<file path="src/rtl/mc_control_fsm_if.sv">
// Control bus between the multi-cycle controller and the shared datapath:
// opcode/memory-ready in, every datapath enable and mux select out.
interface mc_control_fsm_if;
    logic [6:0] opcode;
    logic       mem_ready;

    logic       PCWrite;
    logic       PCWriteCond;
    logic       IorD;
    logic       MemRead;
    logic       MemWrite;
    logic       IRWrite;
    logic       RegWrite;
    logic [1:0] PCSource;
    logic [1:0] MemtoReg;
    logic [1:0] ALUSrcA;
    logic [1:0] ALUSrcB;
    logic [1:0] ALUOp;
    logic       instr_done;
    logic       illegal;
    logic [3:0] state;

    // Controller side
    modport master (
        input  opcode, mem_ready,
        output PCWrite, PCWriteCond, IorD, MemRead, MemWrite, IRWrite, RegWrite,
               PCSource, MemtoReg, ALUSrcA, ALUSrcB, ALUOp,
               instr_done, illegal, state
    );

    // Datapath side
    modport slave (
        output opcode, mem_ready,
        input  PCWrite, PCWriteCond, IorD, MemRead, MemWrite, IRWrite, RegWrite,
               PCSource, MemtoReg, ALUSrcA, ALUSrcB, ALUOp,
               instr_done, illegal, state
    );
endinterface

</file>
<file path="src/rtl/mc_control_fsm.sv">
// Multi-cycle RISC-V control unit: decodes the IR opcode and sequences the
// shared datapath one state per clock, with optional memory handshake and trap.
module mc_control_fsm #(
    parameter bit MEM_HANDSHAKE = 1'b0,
    parameter bit TRAP_ILLEGAL  = 1'b1
) (
    input  logic             clk,
    input  logic             reset,
    mc_control_fsm_if.master bus
);
    localparam int unsigned SW = 4;

    localparam logic [SW-1:0] S_IF    = 4'd0;
    localparam logic [SW-1:0] S_ID    = 4'd1;
    localparam logic [SW-1:0] S_MA    = 4'd2;
    localparam logic [SW-1:0] S_MEM_R = 4'd3;
    localparam logic [SW-1:0] S_MRCS  = 4'd4;
    localparam logic [SW-1:0] S_MEM_W = 4'd5;
    localparam logic [SW-1:0] S_EX    = 4'd6;
    localparam logic [SW-1:0] S_RT    = 4'd7;
    localparam logic [SW-1:0] S_BC    = 4'd8;
    localparam logic [SW-1:0] S_EXI   = 4'd9;
    localparam logic [SW-1:0] S_LUI   = 4'd10;
    localparam logic [SW-1:0] S_JR    = 4'd11;
    localparam logic [SW-1:0] S_JMP   = 4'd12;
    localparam logic [SW-1:0] S_TRAP  = 4'd15;

    localparam logic [6:0] OP_R      = 7'b0110011;
    localparam logic [6:0] OP_I      = 7'b0010011;
    localparam logic [6:0] OP_LOAD   = 7'b0000011;
    localparam logic [6:0] OP_STORE  = 7'b0100011;
    localparam logic [6:0] OP_BRANCH = 7'b1100011;
    localparam logic [6:0] OP_LUI    = 7'b0110111;
    localparam logic [6:0] OP_AUIPC  = 7'b0010111;
    localparam logic [6:0] OP_JAL    = 7'b1101111;
    localparam logic [6:0] OP_JALR   = 7'b1100111;

    logic [SW-1:0] r_state;
    logic [SW-1:0] w_next;
    logic          w_mem_done;
    logic          w_legal;

    // Single-cycle memory always completes; otherwise wait for the handshake
    assign w_mem_done = MEM_HANDSHAKE ? bus.mem_ready : 1'b1;

    always_comb begin
        w_legal = 1'b0;
        case (bus.opcode)
            OP_R, OP_I, OP_LOAD, OP_STORE, OP_BRANCH,
            OP_LUI, OP_AUIPC, OP_JAL, OP_JALR: w_legal = 1'b1;
            default:                           w_legal = 1'b0;
        endcase
    end

    always_ff @(posedge clk) begin
        if (reset) begin
            r_state <= S_IF;
        end else begin
            r_state <= w_next;
        end
    end

    always_comb begin
        w_next = S_IF;
        case (r_state)
            S_IF:    w_next = w_mem_done ? S_ID : S_IF;
            S_ID: begin
                case (bus.opcode)
                    OP_R:               w_next = S_EX;
                    OP_I:               w_next = S_EXI;
                    OP_LOAD, OP_STORE:  w_next = S_MA;
                    OP_BRANCH:          w_next = S_BC;
                    OP_LUI:             w_next = S_LUI;
                    OP_AUIPC:           w_next = S_RT;
                    OP_JAL:             w_next = S_JMP;
                    OP_JALR:            w_next = S_JR;
                    default:            w_next = TRAP_ILLEGAL ? S_TRAP : S_IF;
                endcase
            end
            S_MA: begin
                if (bus.opcode == OP_LOAD) begin
                    w_next = S_MEM_R;
                end else if (bus.opcode == OP_STORE) begin
                    w_next = S_MEM_W;
                end else begin
                    w_next = S_IF;
                end
            end
            S_MEM_R: w_next = w_mem_done ? S_MRCS : S_MEM_R;
            S_MRCS:  w_next = S_IF;
            S_MEM_W: w_next = w_mem_done ? S_IF : S_MEM_W;
            S_EX:    w_next = S_RT;
            S_EXI:   w_next = S_RT;
            S_LUI:   w_next = S_RT;
            S_RT:    w_next = S_IF;
            S_BC:    w_next = S_IF;
            S_JR:    w_next = S_JMP;
            S_JMP:   w_next = S_IF;
            S_TRAP:  w_next = S_TRAP;
            default: w_next = S_IF;
        endcase
    end

    // Moore decode of the datapath controls; reset forces everything low
    always_comb begin
        bus.PCWrite     = 1'b0;
        bus.PCWriteCond = 1'b0;
        bus.IorD        = 1'b0;
        bus.MemRead     = 1'b0;
        bus.MemWrite    = 1'b0;
        bus.IRWrite     = 1'b0;
        bus.RegWrite    = 1'b0;
        bus.PCSource    = 2'b00;
        bus.MemtoReg    = 2'b00;
        bus.ALUSrcA     = 2'b00;
        bus.ALUSrcB     = 2'b00;
        bus.ALUOp       = 2'b00;
        bus.instr_done  = 1'b0;
        bus.illegal     = 1'b0;
        bus.state       = 4'd0;
        if (!reset) begin
            bus.state = r_state;
            case (r_state)
                S_IF: begin
                    bus.MemRead = 1'b1;
                    bus.ALUSrcB = 2'b01;
                    bus.IRWrite = w_mem_done;
                    bus.PCWrite = w_mem_done;
                end
                S_ID: begin
                    bus.ALUSrcA    = 2'b10;
                    bus.ALUSrcB    = 2'b10;
                    bus.instr_done = !TRAP_ILLEGAL && !w_legal;
                end
                S_MA: begin
                    bus.ALUSrcA = 2'b01;
                    bus.ALUSrcB = 2'b10;
                end
                S_MEM_R: begin
                    bus.IorD    = 1'b1;
                    bus.MemRead = 1'b1;
                end
                S_MRCS: begin
                    bus.RegWrite   = 1'b1;
                    bus.MemtoReg   = 2'b01;
                    bus.instr_done = 1'b1;
                end
                S_MEM_W: begin
                    bus.IorD       = 1'b1;
                    bus.MemWrite   = 1'b1;
                    bus.instr_done = w_mem_done;
                end
                S_EX: begin
                    bus.ALUSrcA = 2'b01;
                    bus.ALUOp   = 2'b10;
                end
                S_EXI: begin
                    bus.ALUSrcA = 2'b01;
                    bus.ALUSrcB = 2'b10;
                    bus.ALUOp   = 2'b11;
                end
                S_LUI: begin
                    bus.ALUSrcA = 2'b11;
                    bus.ALUSrcB = 2'b10;
                end
                S_RT: begin
                    bus.RegWrite   = 1'b1;
                    bus.instr_done = 1'b1;
                end
                S_BC: begin
                    bus.ALUSrcA     = 2'b01;
                    bus.ALUOp       = 2'b01;
                    bus.PCWriteCond = 1'b1;
                    bus.PCSource    = 2'b01;
                    bus.instr_done  = 1'b1;
                end
                S_JR: begin
                    bus.ALUSrcA = 2'b01;
                    bus.ALUSrcB = 2'b10;
                end
                S_JMP: begin
                    bus.PCWrite    = 1'b1;
                    bus.PCSource   = 2'b01;
                    bus.RegWrite   = 1'b1;
                    bus.MemtoReg   = 2'b10;
                    bus.instr_done = 1'b1;
                end
                S_TRAP:  bus.illegal = 1'b1;
                default: bus.illegal = 1'b0;
            endcase
        end
    end
endmodule

</file>
<file path="src/flat_wrapper.sv">
// flat-port wrapper written by rule: the top's interface ports become plain ports
module mc_control_fsm_flat 
#(
    parameter bit MEM_HANDSHAKE = 1'b0,
    parameter bit TRAP_ILLEGAL  = 1'b1
)
  (clk, reset, bus_opcode, bus_mem_ready, bus_PCWrite, bus_PCWriteCond, bus_IorD, bus_MemRead, bus_MemWrite, bus_IRWrite, bus_RegWrite, bus_PCSource, bus_MemtoReg, bus_ALUSrcA, bus_ALUSrcB, bus_ALUOp, bus_instr_done, bus_illegal, bus_state);
  mc_control_fsm_if bus_i ();
  input  logic clk;
  input  logic reset;
  input wire logic [$bits(bus_i.opcode)-1:0] bus_opcode;
  input wire logic [$bits(bus_i.mem_ready)-1:0] bus_mem_ready;
  output wire logic [$bits(bus_i.PCWrite)-1:0] bus_PCWrite;
  output wire logic [$bits(bus_i.PCWriteCond)-1:0] bus_PCWriteCond;
  output wire logic [$bits(bus_i.IorD)-1:0] bus_IorD;
  output wire logic [$bits(bus_i.MemRead)-1:0] bus_MemRead;
  output wire logic [$bits(bus_i.MemWrite)-1:0] bus_MemWrite;
  output wire logic [$bits(bus_i.IRWrite)-1:0] bus_IRWrite;
  output wire logic [$bits(bus_i.RegWrite)-1:0] bus_RegWrite;
  output wire logic [$bits(bus_i.PCSource)-1:0] bus_PCSource;
  output wire logic [$bits(bus_i.MemtoReg)-1:0] bus_MemtoReg;
  output wire logic [$bits(bus_i.ALUSrcA)-1:0] bus_ALUSrcA;
  output wire logic [$bits(bus_i.ALUSrcB)-1:0] bus_ALUSrcB;
  output wire logic [$bits(bus_i.ALUOp)-1:0] bus_ALUOp;
  output wire logic [$bits(bus_i.instr_done)-1:0] bus_instr_done;
  output wire logic [$bits(bus_i.illegal)-1:0] bus_illegal;
  output wire logic [$bits(bus_i.state)-1:0] bus_state;
  assign bus_i.opcode = bus_opcode;
  assign bus_i.mem_ready = bus_mem_ready;
  assign bus_PCWrite = bus_i.PCWrite;
  assign bus_PCWriteCond = bus_i.PCWriteCond;
  assign bus_IorD = bus_i.IorD;
  assign bus_MemRead = bus_i.MemRead;
  assign bus_MemWrite = bus_i.MemWrite;
  assign bus_IRWrite = bus_i.IRWrite;
  assign bus_RegWrite = bus_i.RegWrite;
  assign bus_PCSource = bus_i.PCSource;
  assign bus_MemtoReg = bus_i.MemtoReg;
  assign bus_ALUSrcA = bus_i.ALUSrcA;
  assign bus_ALUSrcB = bus_i.ALUSrcB;
  assign bus_ALUOp = bus_i.ALUOp;
  assign bus_instr_done = bus_i.instr_done;
  assign bus_illegal = bus_i.illegal;
  assign bus_state = bus_i.state;
  mc_control_fsm #(.MEM_HANDSHAKE(MEM_HANDSHAKE), .TRAP_ILLEGAL(TRAP_ILLEGAL)) u_core (.clk(clk), .reset(reset), .bus(bus_i));
endmodule
</file>
<file path="config.mk">
export PLATFORM = sky130hd
export DESIGN_NAME = mc_control_fsm_flat
export DESIGN_NICKNAME = d
export VERILOG_FILES = /design/src/rtl/mc_control_fsm_if.sv /design/src/rtl/mc_control_fsm.sv /design/src/flat_wrapper.sv
export SDC_FILE = /design/constraint.sdc
export NUM_CORES = 1
export LEC_CHECK = 0
export CORE_UTILIZATION = 40
export CTS_CLUSTER_SIZE = 28
export DETAILED_ROUTE_END_ITERATION = 6
export GPL_TIMING_DRIVEN = 0
export PLACE_DENSITY = 0.83
export SYNTH_ARGS = -nofsm -noshare
export SYNTH_HDL_FRONTEND = slang
export SYNTH_SLANG_ARGS = --single-unit
</file>
<file path="constraint.sdc">
create_clock -name clk -period 2.01 [get_ports clk]
set_clock_uncertainty 0.1 [all_clocks]
set_input_delay 0.402 -clock clk [delete_from_list [all_inputs] [get_ports clk]]
set_output_delay 0.402 -clock clk [all_outputs]
set_load 0.03 [all_outputs]
</file>
==> impl_metrics.tcl <==
set metrics [dict create \
    yosys-top-cells-area "dfxtp_1 12%, nand2b_1 7.2%, nor2b_1 7.2%" \
    largest_reg_flops 4 \
    syn_area_um2 695.7 \
    synth.distinct_cells 46 \
    grt_pass1_wl_um 3222 \
    power.density_nw_per_um2 1424 \
    final_hold_viol_count 0 \
    rsz0062_at_grt "true" \
    synthCells 102 \
    path_cells "buf_6, nor2b_1, and4_1, clkdlybuf4s15_2" \
    first_global_vias 765 \
    grt_overflow 0 \
    min_period_over_period_pct 97.22 \
    drt-initial-drc-count 34 \
    synth_fp_nets 112 \
    clk_latency_ns 0.23 \
    crit_type "register to output port" \
    fin_crit_ns 1.954 \
    leakagePower_nw 0.4596 \
    layout.nets 147 \
    worstHoldPathType "input pin to register" \
    cp-end-kind "output port" \
    grt_max_degree 11 \
    crit_path_max_incr_delay_ns 0.35 \
    antenna_found_initial 0 \
    clock-sinks 4 \
    setup_violations 0 \
    die-area_um2 1910 \
    drive_gt1_share_pct 40.00 \
    io_pins 33 \
    place.gp.congestion 0.8157 \
    ctsHoldBuffers 0 \
    tns_ns 0 \
    die_x_um 43.71 \
    vias_per_cell 5.748 \
    drv_slew 0 \
    cts_buffer_depth 2 \
    ys.flop_type "dfxtp_1" \
    top_regs "u_core.r_state (4)" \
    drc 4 \
    clk_pin_slew_ns 0.03 \
    arrival_ns 1.45 \
    num_vias 868 \
    tritoncts "done" \
    fmax_mhz 511.7 \
    dp.cells 147 \
    ys_top_cells_by_count "12 x nor2_1, 8 x nand2b_1, 8 x nor2b_1" \
    n_antenna_cell 0 \
    ys_ff_latch 4 \
    drt_pass1_iterations 6 \
    required_ns 1.51 \
    num_rows 14 \
    cp_max_fo 10 \
    routedWlPerCell_um 13.55 \
    seq_area_frac_synth_pct 11.51 \
    vdd_drop_max_mv 0.8137 \
    totalWireLength_um 2046 \
    synth_edf_count 0 \
    synth_top_area_share_pct 11.51 \
    top_register "u_core.r_state" \
    synthMostInstantiatedCell "nor2_1" \
    outcome "complete, but fails checks" \
    die_h_um 43.71 \
    root_buffer "clkbuf_4" \
    final_util_pct 70.30 \
    violations "design-rule violations" \
    postRouteAntennaNets 0 \
    reg2reg_slack_ns 0.50 \
    core-area_um2 1559 \
    cts_max_level 1 \
    critPathSlowestCell "dfxtp_1" \
    path_delay_family "buffers and inverters" \
    cts_made_buffers 3 \
    hpwl_um 1491 \
    total_power_w 0.001561 \
    synth_area_leader_cell "dfxtp_1" \
    worst-path-buf-inv 2 \
    post_dp_cell_area_um2 1032 \
    avgSynthCellArea_um2 6.820 \
    startpoint_type "register" \
    io_buffers 29 \
    initial_utilization_pct 44.62 \
    grt.total_usage_pct 22.30 \
    ys_warn_count 0 \
    max_cap_viol_count 0 \
    synthArstFlopShare_pct 0 \
    final_area_um2 1096 \
    syn2layout_area_growth_pct 57.55 \
    final_cells 151 \
]
-- worst paths after layout --
path,start,to,depth (start not counted)
hold / removal,bus_opcode[5],u_core.r_state[2],3
setup / recovery,u_core.r_state[2],bus_illegal,4
hold reg to reg,u_core.r_state[3],u_core.r_state[3],3
setup reg to reg,u_core.r_state[3],u_core.r_state[1],4
-- cell type report --
type	instances	area [µm²]
Buffer	11	105.1
Clock buffer	3	22.52
Fill cell	133	462.9
Inverter	3	11.26
Multi-Input combinational cell	84	634.4
Sequential cell	4	83.83
Tap cell	16	20.02
Timing Repair Buffer	30	219.0
-- cell usage in the layout (no fill, tap or decap), types with 4 or more instances in the layout --
master and n:
clkbuf_4 7, buf_4 8, buf_6 4, nand2b_1 7
clkdlybuf4s50_1 6, nor2b_1 5, buf_2 10, nor2_1 9
-- report_power, final --
| group | leakage [nW] | internal [W] | switching, W |
|---|---|---|---|
| clock network | 0.0138 | 0.0000666 | 0.0000298 |
| registers | 0.0337 | 0.000119 | 0.0000266 |
| logic | 0.412 | 0.000532 | 0.000787 |
-- worst register-to-register path: cells and delay by family (launching register included) --
family,cells,cell delay [ns]
AOI/OAI and AO/OA,2,0.43
buffers and inverters,1,0.15
DFF,1,0.36
and+or+nand+nor,1,0.40
-- through the flow --
step,worst slack (ns),hold slack (ns)
2_1_floorplan,-0.2842,0.5434
6_report,0.05586,0.4477
3_3_place_gp,-0.7938,0.5981
3_5_place_dp,-0.8243,0.5916
4_1_cts,-0.005820,0.4394
5_1_grt,-0.04357,0.4515
-- kinds of logic after synthesis --
family	after synthesis	share of synthesized area, %
and+or+nand+nor	53	43.53
AOI/OAI and AO/OA	25	26.80
buffers and inverters	14	10.97
DFF	4	11.51
xor gates and xnor gates	3	3.778
muxes	2	2.878
other	1	0.5391
-- repair_timing --
item | CTS | global route
endpoints found under the hold margin | 0 | 0
cloned | 0 | 0
setup endpoints to repair | 22 | 17
buffers inserted | 0 | 1
pin swaps | 0 | 2
gates resized for setup | 102 | 36
-- metal layers --
layer / vias to the layer above / global-route usage (%) / wire (µm)
met5: - / 0 / 0
met4: 0 / 8.125 / 14
met3: 2 / 6.250 / 119
met2: 33 / 37.31 / 1040
met1: 397 / 27.02 / 873
li1: 436 / - / -
Note: power is estimated with default switching activity, not from simulation.
